**src/rtl/axi_ts_measure.sv**
```systemverilog
// axi_ts_measure
//
// Device-side measurement executor. It accepts a start request from the
// trigger controller, acknowledges it, then waits a programmable number of
// cycles. It then captures a fixed number of samples from a free-running
// sample stream and forwards them with a last flag on the final sample. It
// then pulses done, bumps the completed-measurement counter and returns to
// idle.
//
// Ports:
//   clk, rst                  clock, synchronous active-high reset
//   measure_start             level start request (looked at only when idle)
//   measure_ready             one-cycle acknowledge of start
//   measure_idle              high while idle
//   measure_done              one-cycle completion pulse (same cycle as m_last)
//   ctrl_abort                abandon any measurement and return to idle
//   ctrl_delay, ctrl_length   delay cycles / samples per measurement (0 -> 1)
//   rtc_sec, rtc_nsec         real-time clock for the capture timestamp
//   s_valid, s_data           input sample stream (no backpressure)
//   m_valid, m_data, m_last   captured sample stream
//   stat_measure_count        completed measurements (wraps)
//   stat_ts_sec, stat_ts_nsec capture-start timestamp
//
// Build option: define AXI_TS_MEASURE_TIMESTAMP_EN to latch the RTC at each
// capture start. Without it the timestamp outputs are constant 0.
module axi_ts_measure #(
  parameter int DATA_WIDTH = 32,
  parameter int CNT_WIDTH  = 32
) (
  input  logic                  clk,
  input  logic                  rst,
  input  logic                  measure_start,
  output logic                  measure_ready,
  output logic                  measure_idle,
  output logic                  measure_done,
  input  logic                  ctrl_abort,
  input  logic [CNT_WIDTH-1:0]  ctrl_delay,
  input  logic [CNT_WIDTH-1:0]  ctrl_length,
  input  logic [31:0]           rtc_sec,
  input  logic [31:0]           rtc_nsec,
  input  logic                  s_valid,
  input  logic [DATA_WIDTH-1:0] s_data,
  output logic                  m_valid,
  output logic [DATA_WIDTH-1:0] m_data,
  output logic                  m_last,
  output logic [31:0]           stat_measure_count,
  output logic [31:0]           stat_ts_sec,
  output logic [31:0]           stat_ts_nsec
);

  localparam logic [CNT_WIDTH-1:0] CNT_ONE = {{(CNT_WIDTH-1){1'b0}}, 1'b1};

  typedef enum logic [2:0] {
    S_RST, S_IDLE, S_READY, S_DELAY, S_CAPTURE, S_DONE
  } state_t;

  state_t state_reg, state_next;

  logic [CNT_WIDTH-1:0]  delay_reg, length_reg;
  logic [CNT_WIDTH-1:0]  delay_cnt_reg, sample_cnt_reg;
  logic                  ready_reg, idle_reg, done_reg;
  logic                  ready_next, idle_next, done_next;
  logic                  m_valid_reg, m_last_reg;
  logic                  m_valid_next, m_last_next;
  logic [DATA_WIDTH-1:0] m_data_reg, m_data_next;
  logic [31:0]           count_reg, count_next;

  logic accept, last_accept, delay_end, start_take;

  assign accept      = (state_reg == S_CAPTURE) && s_valid;
  // length_reg is never 0, so length_reg-1 cannot underflow.
  assign last_accept = accept && (sample_cnt_reg == length_reg - CNT_ONE);
  // Comparing against delay-1 (not delay) keeps a max-value delay in range.
  assign delay_end   = (delay_cnt_reg == delay_reg - CNT_ONE);
  assign start_take  = (state_reg == S_IDLE) && (state_next == S_READY);

  // State register plus registered outputs.
  always_ff @(posedge clk) begin
    if (rst) begin
      state_reg   <= S_RST;
      ready_reg   <= 1'b0;
      idle_reg    <= 1'b0;
      done_reg    <= 1'b0;
      m_valid_reg <= 1'b0;
      m_last_reg  <= 1'b0;
      m_data_reg  <= '0;
      count_reg   <= '0;
    end else begin
      state_reg   <= state_next;
      ready_reg   <= ready_next;
      idle_reg    <= idle_next;
      done_reg    <= done_next;
      m_valid_reg <= m_valid_next;
      m_last_reg  <= m_last_next;
      m_data_reg  <= m_data_next;
      count_reg   <= count_next;
    end
  end

  // Next-state logic; abort overrides everything except the reset state.
  always_comb begin
    state_next = state_reg;
    case (state_reg)
      S_RST:     state_next = S_IDLE;
      S_IDLE:    if (measure_start) state_next = S_READY;
      S_READY:   state_next = (delay_reg != '0) ? S_DELAY : S_CAPTURE;
      S_DELAY:   if (delay_end) state_next = S_CAPTURE;
      S_CAPTURE: if (last_accept) state_next = S_DONE;
      S_DONE:    state_next = S_IDLE;
      default:   state_next = S_IDLE;
    endcase
    if (ctrl_abort && (state_reg != S_RST)) state_next = S_IDLE;
  end

  // Output logic: status flags decode state_next so that after the register
  // they line up exactly with the state they describe.
  always_comb begin
    ready_next   = (state_next == S_READY);
    idle_next    = (state_next == S_IDLE);
    done_next    = (state_next == S_DONE);
    m_valid_next = accept && !ctrl_abort;
    m_last_next  = last_accept && !ctrl_abort;
    m_data_next  = accept ? s_data : m_data_reg;
    count_next   = count_reg;
    if ((state_next == S_DONE) && (state_reg != S_DONE)) count_next = count_reg + 32'd1;
  end

  // Configuration latch and phase counters. Each counter is held at zero
  // outside its own phase, so every measurement starts from a clean count.
  always_ff @(posedge clk) begin
    if (rst) begin
      delay_reg      <= '0;
      length_reg     <= CNT_ONE;
      delay_cnt_reg  <= '0;
      sample_cnt_reg <= '0;
    end else begin
      if (start_take) begin
        delay_reg  <= ctrl_delay;
        length_reg <= (ctrl_length == '0) ? CNT_ONE : ctrl_length;
      end
      if (state_reg == S_DELAY) delay_cnt_reg <= delay_cnt_reg + CNT_ONE;
      else                      delay_cnt_reg <= '0;
      if (state_reg == S_CAPTURE) begin
        if (accept) sample_cnt_reg <= sample_cnt_reg + CNT_ONE;
      end else begin
        sample_cnt_reg <= '0;
      end
    end
  end

  assign measure_ready      = ready_reg;
  assign measure_idle       = idle_reg;
  assign measure_done       = done_reg;
  assign m_valid            = m_valid_reg;
  assign m_last             = m_last_reg;
  assign m_data             = m_data_reg;
  assign stat_measure_count = count_reg;

`ifdef AXI_TS_MEASURE_TIMESTAMP_EN
  logic [31:0] ts_sec_reg, ts_nsec_reg;

  // Abort forces state_next to idle, so an aborted run never reaches here.
  always_ff @(posedge clk) begin
    if (rst) begin
      ts_sec_reg  <= '0;
      ts_nsec_reg <= '0;
    end else if ((state_next == S_CAPTURE) && (state_reg != S_CAPTURE)) begin
      ts_sec_reg  <= rtc_sec;
      ts_nsec_reg <= rtc_nsec;
    end
  end

  assign stat_ts_sec  = ts_sec_reg;
  assign stat_ts_nsec = ts_nsec_reg;
`else
  logic unused_rtc;
  assign unused_rtc   = ^{rtc_sec, rtc_nsec};
  assign stat_ts_sec  = '0;
  assign stat_ts_nsec = '0;
`endif

endmodule

```
**config.mk**
```make
export PLATFORM = sky130hd
export DESIGN_NAME = axi_ts_measure
export DESIGN_NICKNAME = d
export VERILOG_FILES = /design/src/rtl/axi_ts_measure.sv
export SDC_FILE = /design/constraint.sdc
export NUM_CORES = 1
export LEC_CHECK = 0
export CAP_MARGIN = 20
export CORE_MARGIN = 2
export CORE_UTILIZATION = 30
export CTS_BUF_LIST = sky130_fd_sc_hd__clkbuf_16
export CTS_CLUSTER_DIAMETER = 40
export DETAILED_ROUTE_END_ITERATION = 10
export HOLD_SLACK_MARGIN = 0.15
export PLACE_DENSITY = 0.59
export SYNTH_ARGS = -nofsm -noshare
export SYNTH_HDL_FRONTEND = slang
export SYNTH_SLANG_ARGS = --single-unit
```
**constraint.sdc**
```tcl
create_clock -name clk -period 3.86 [get_ports clk]
set_input_delay 0.772 -clock clk [delete_from_list [all_inputs] [get_ports clk]]
set_output_delay 0.772 -clock clk [all_outputs]
set_load 0.01 [all_outputs]
```
==> key figures <==
STA
  • Worst setup margin: 130 ps
  • Worst-Margin Slew: 1130 ps
  • Final count of pins violating max slew: 0
  • Hold Slack: 454 ps
  • Fin crit share: 96.6%
  • Setup Viol. Count Final: 0
  • Fmax: 0.268 GHz
  • Max transition margin: 24.3%
  • Fin. Hold Viols: 0
  • Clock skew: 15.2 ps
  • Period minus WS final: 3730 ps

Status
  • Status: finished, final reports clean

Clock tree
  • CTS clk-pin slew, worst paths: 80 ps
  • Clock buffer depth: 2
  • Clk root buf: clkbuf_16
  • Max H-tree Level: 4
  • Worst-Skew Late Latency: 440 ps
  • CTS Buf Count: 17
  • TritonCTS Sinks: 200
  • CTS tree: built
  • Hold_buf cts: 0

Logic synthesis
  • Synthesis Warnings: 0
  • Gate Count Post-Synth: 1,403
  • Post-synth ARST share: 0%
  • Seq/Total Area, Yosys: 36.0%
  • Cell variety after synth: 65
  • Predominant post-synthesis flop cell: dfxtp_1
  • Post-Syn Area: 11,100 um^2
  • Synth Register Bits: 200
  • Mean area per synthesized cell: 7.92 um^2
  • Post-synth EDFFs: 0

Place
  • Post-Place Setup Slack: -75.6 ps
  • DP Area: 13,300 um^2
  • GP Congestion: 0.908
  • Port Buffers: 169
  • HPWL after detailed placement: 24,000 um

Drt
  • DR vias: 10,500
  • TritonRoute pass-1 iters: 4
  • WL final: 33,000 um
  • Post-route ant nets: 0
  • DR vias/cell: 5.14
  • DR WL/cell: 16.1 um
  • Initial DRC count: 604
  • DRC errors left: 0

Setup path
  • CP Data Required Time: 4160 ps
  • Crit path DAT: 4030 ps
  • Type of origin of the critical path: register
  • Worst setup EP type: register
  • CP top delay family: simple AND/OR/NAND/NOR gates
  • Max FO, Critical Path: 40
  • CP bufs+invs: 2
  • Max stage delay cell, worst path: or4_4
  • Most used cell, CP: or4_4
  • CP Class: reg2reg
  • Setup slack, reg-to-reg: 130 ps
  • CP cell instances: or4_4 -> or4_4 -> or3_4 -> a2111oi_4 -> o22ai_2 -> nor4_4 -> nand3_2 -> buf_12 -> buf_4 -> o311ai_2 -> o41ai_2
  • Worst path max stage delay: 580 ps

Die
  • Die width: 197 um
  • Die area: 38,600 um^2
  • Chip height: 197 um
  • Core ar.: 36,500 um^2
  • Ports: 298
  • Row count: 70
  • Initial Util: 30.4%

Global route
  • Gr usage total: 16.8%
  • Wire length of the first global-routing pass: 52,400 um
  • Largest net degree at the start of global routing: 74
  • Initial antenna violation count: 10
  • Vias in the first global route: 9,808
  • Overflow after GRT: 0

Final layout
  • Area Overhead vs Synth: 26.1%
  • Most frequent cells in the layout: dfxtp_1 (200), clkdlybuf4s50_1 (168), nand2_1 (137)
  • Share of cells above drive strength 1: 9.90%
  • Final Core Density: 38.4%
  • Nets: 1,733
  • Most common cell after layout, fill and taps aside: dfxtp_1
  • Fin area: 14,000 um^2

Worst hold path
  • HP Class: reg2reg

Pwr
  • P_leak: 4.84 nW
  • VDD IR max: 0.296 mV
  • PwrDens: 329 nW/um^2

Flow run
  • # Max-Cap Violations: 0
[cell usage after synthesis (6+ instances only)]
cell type / n / area, um^2
dfxtp_1: 200 / 4000
nand2_1: 137 / 514
a21oi_1: 123 / 616
nand3_1: 112 / 561
nor2_1: 110 / 413
clkbuf_1: 70 / 263
xnor2_1: 66 / 578
buf_4: 64 / 480
xor2_1: 64 / 561
o21ai_0: 57 / 285
nand4_1: 34 / 213
nor4_1: 32 / 200
o21ai_1: 30 / 150
nor3_1: 28 / 140
or4_1: 25 / 188
or2_2: 21 / 131
inv_1: 20 / 75.1
or3_1: 20 / 125
and3_1: 15 / 93.8
o211ai_1: 14 / 105
o311ai_1: 12 / 105
o41ai_1: 12 / 105
and4_1: 9 / 78.8
buf_2: 9 / 45.0
mux2i_1: 7 / 70.1
nor2b_1: 7 / 43.8
o31ai_1: 7 / 52.6
nand2b_1: 6 / 37.5
nor3b_1: 6 / 45.0
[per-stage QoR]
stage / total power (W) / cells / setup TNS, ps
global route: 0.00483 / 2044 / -103
CTS: 0.00464 / 2043 / 0
global placement: 0.00291 / 2011 / -158
finish: 0.00461 / 2045 / 0
detailed placement: 0.00292 / 2012 / -392
floorplan: 0.00267 / 1466 / 0
[path summary, 6_finish.rpt]
kind                                                  from                             endpoint  cells past startpoint
worst max-delay path            length_reg[2]$_SDFFE_PP0P_  stat_measure_count[25]$_SDFFE_PP0P_                     11
worst min-delay path               m_data[26]$_SDFFE_PP0P_              m_data[26]$_SDFFE_PP0P_                      2
worst max register to register  length_reg[2]$_SDFFE_PP0P_  stat_measure_count[25]$_SDFFE_PP0P_                     11
worst min register to register     m_data[26]$_SDFFE_PP0P_              m_data[26]$_SDFFE_PP0P_                      2
[tightest hold or removal path: cells and delay by family, from the launching register on]
family / cells / cell delay [ps]
AO/OA/AOI/OAI: 1 / 50
flip-flops: 1 / 310
AND/OR/NAND/NOR: 1 / 50
[cells by family after synthesis]
kind of cell | synth area share [%]
adder cells (fa/ha/maj) | 0.563
AO/OA/AOI/OAI | 16.2
other | 0.0337
buffers and inverters | 8.44
multiplexers | 1.44
AND/OR/NAND/NOR | 27.1
XOR/XNOR | 10.2
flip-flops | 36.0
[final cells by class]
cell class / instances / area [um^2]
fill: 3720 / 22500
multi-input combinational: 1093 / 6600
sequential: 200 / 4000
timing repair buffer: 231 / 2220
tap: 468 / 586
clock buffer: 17 / 425
clock inverter: 14 / 114
inverter: 20 / 75.1
antenna: 2 / 5.00
[metal layers]
metal,GRT usage [%],vias up,wire length [um]
li1,-,5210,-
met1,22.8,4950,15500
met2,24.9,306,14000
met3,6.47,38,2980
met4,4.10,12,384
met5,0,-,77
[timing repair]
action	in CTS	in global routing
setup endpoints to repair	0	98
resized for setup	0	25
setup buffers	0	0
[report_power, final]
group / switching (W) / internal, W / leakage (nW)
clock: 0.000873 / 0.000841 / 0.268
combinational: 0.000412 / 0.000351 / 2.95
sequential: 0.0000436 / 0.00209 / 1.62
(Power assumes the default switching activity.)
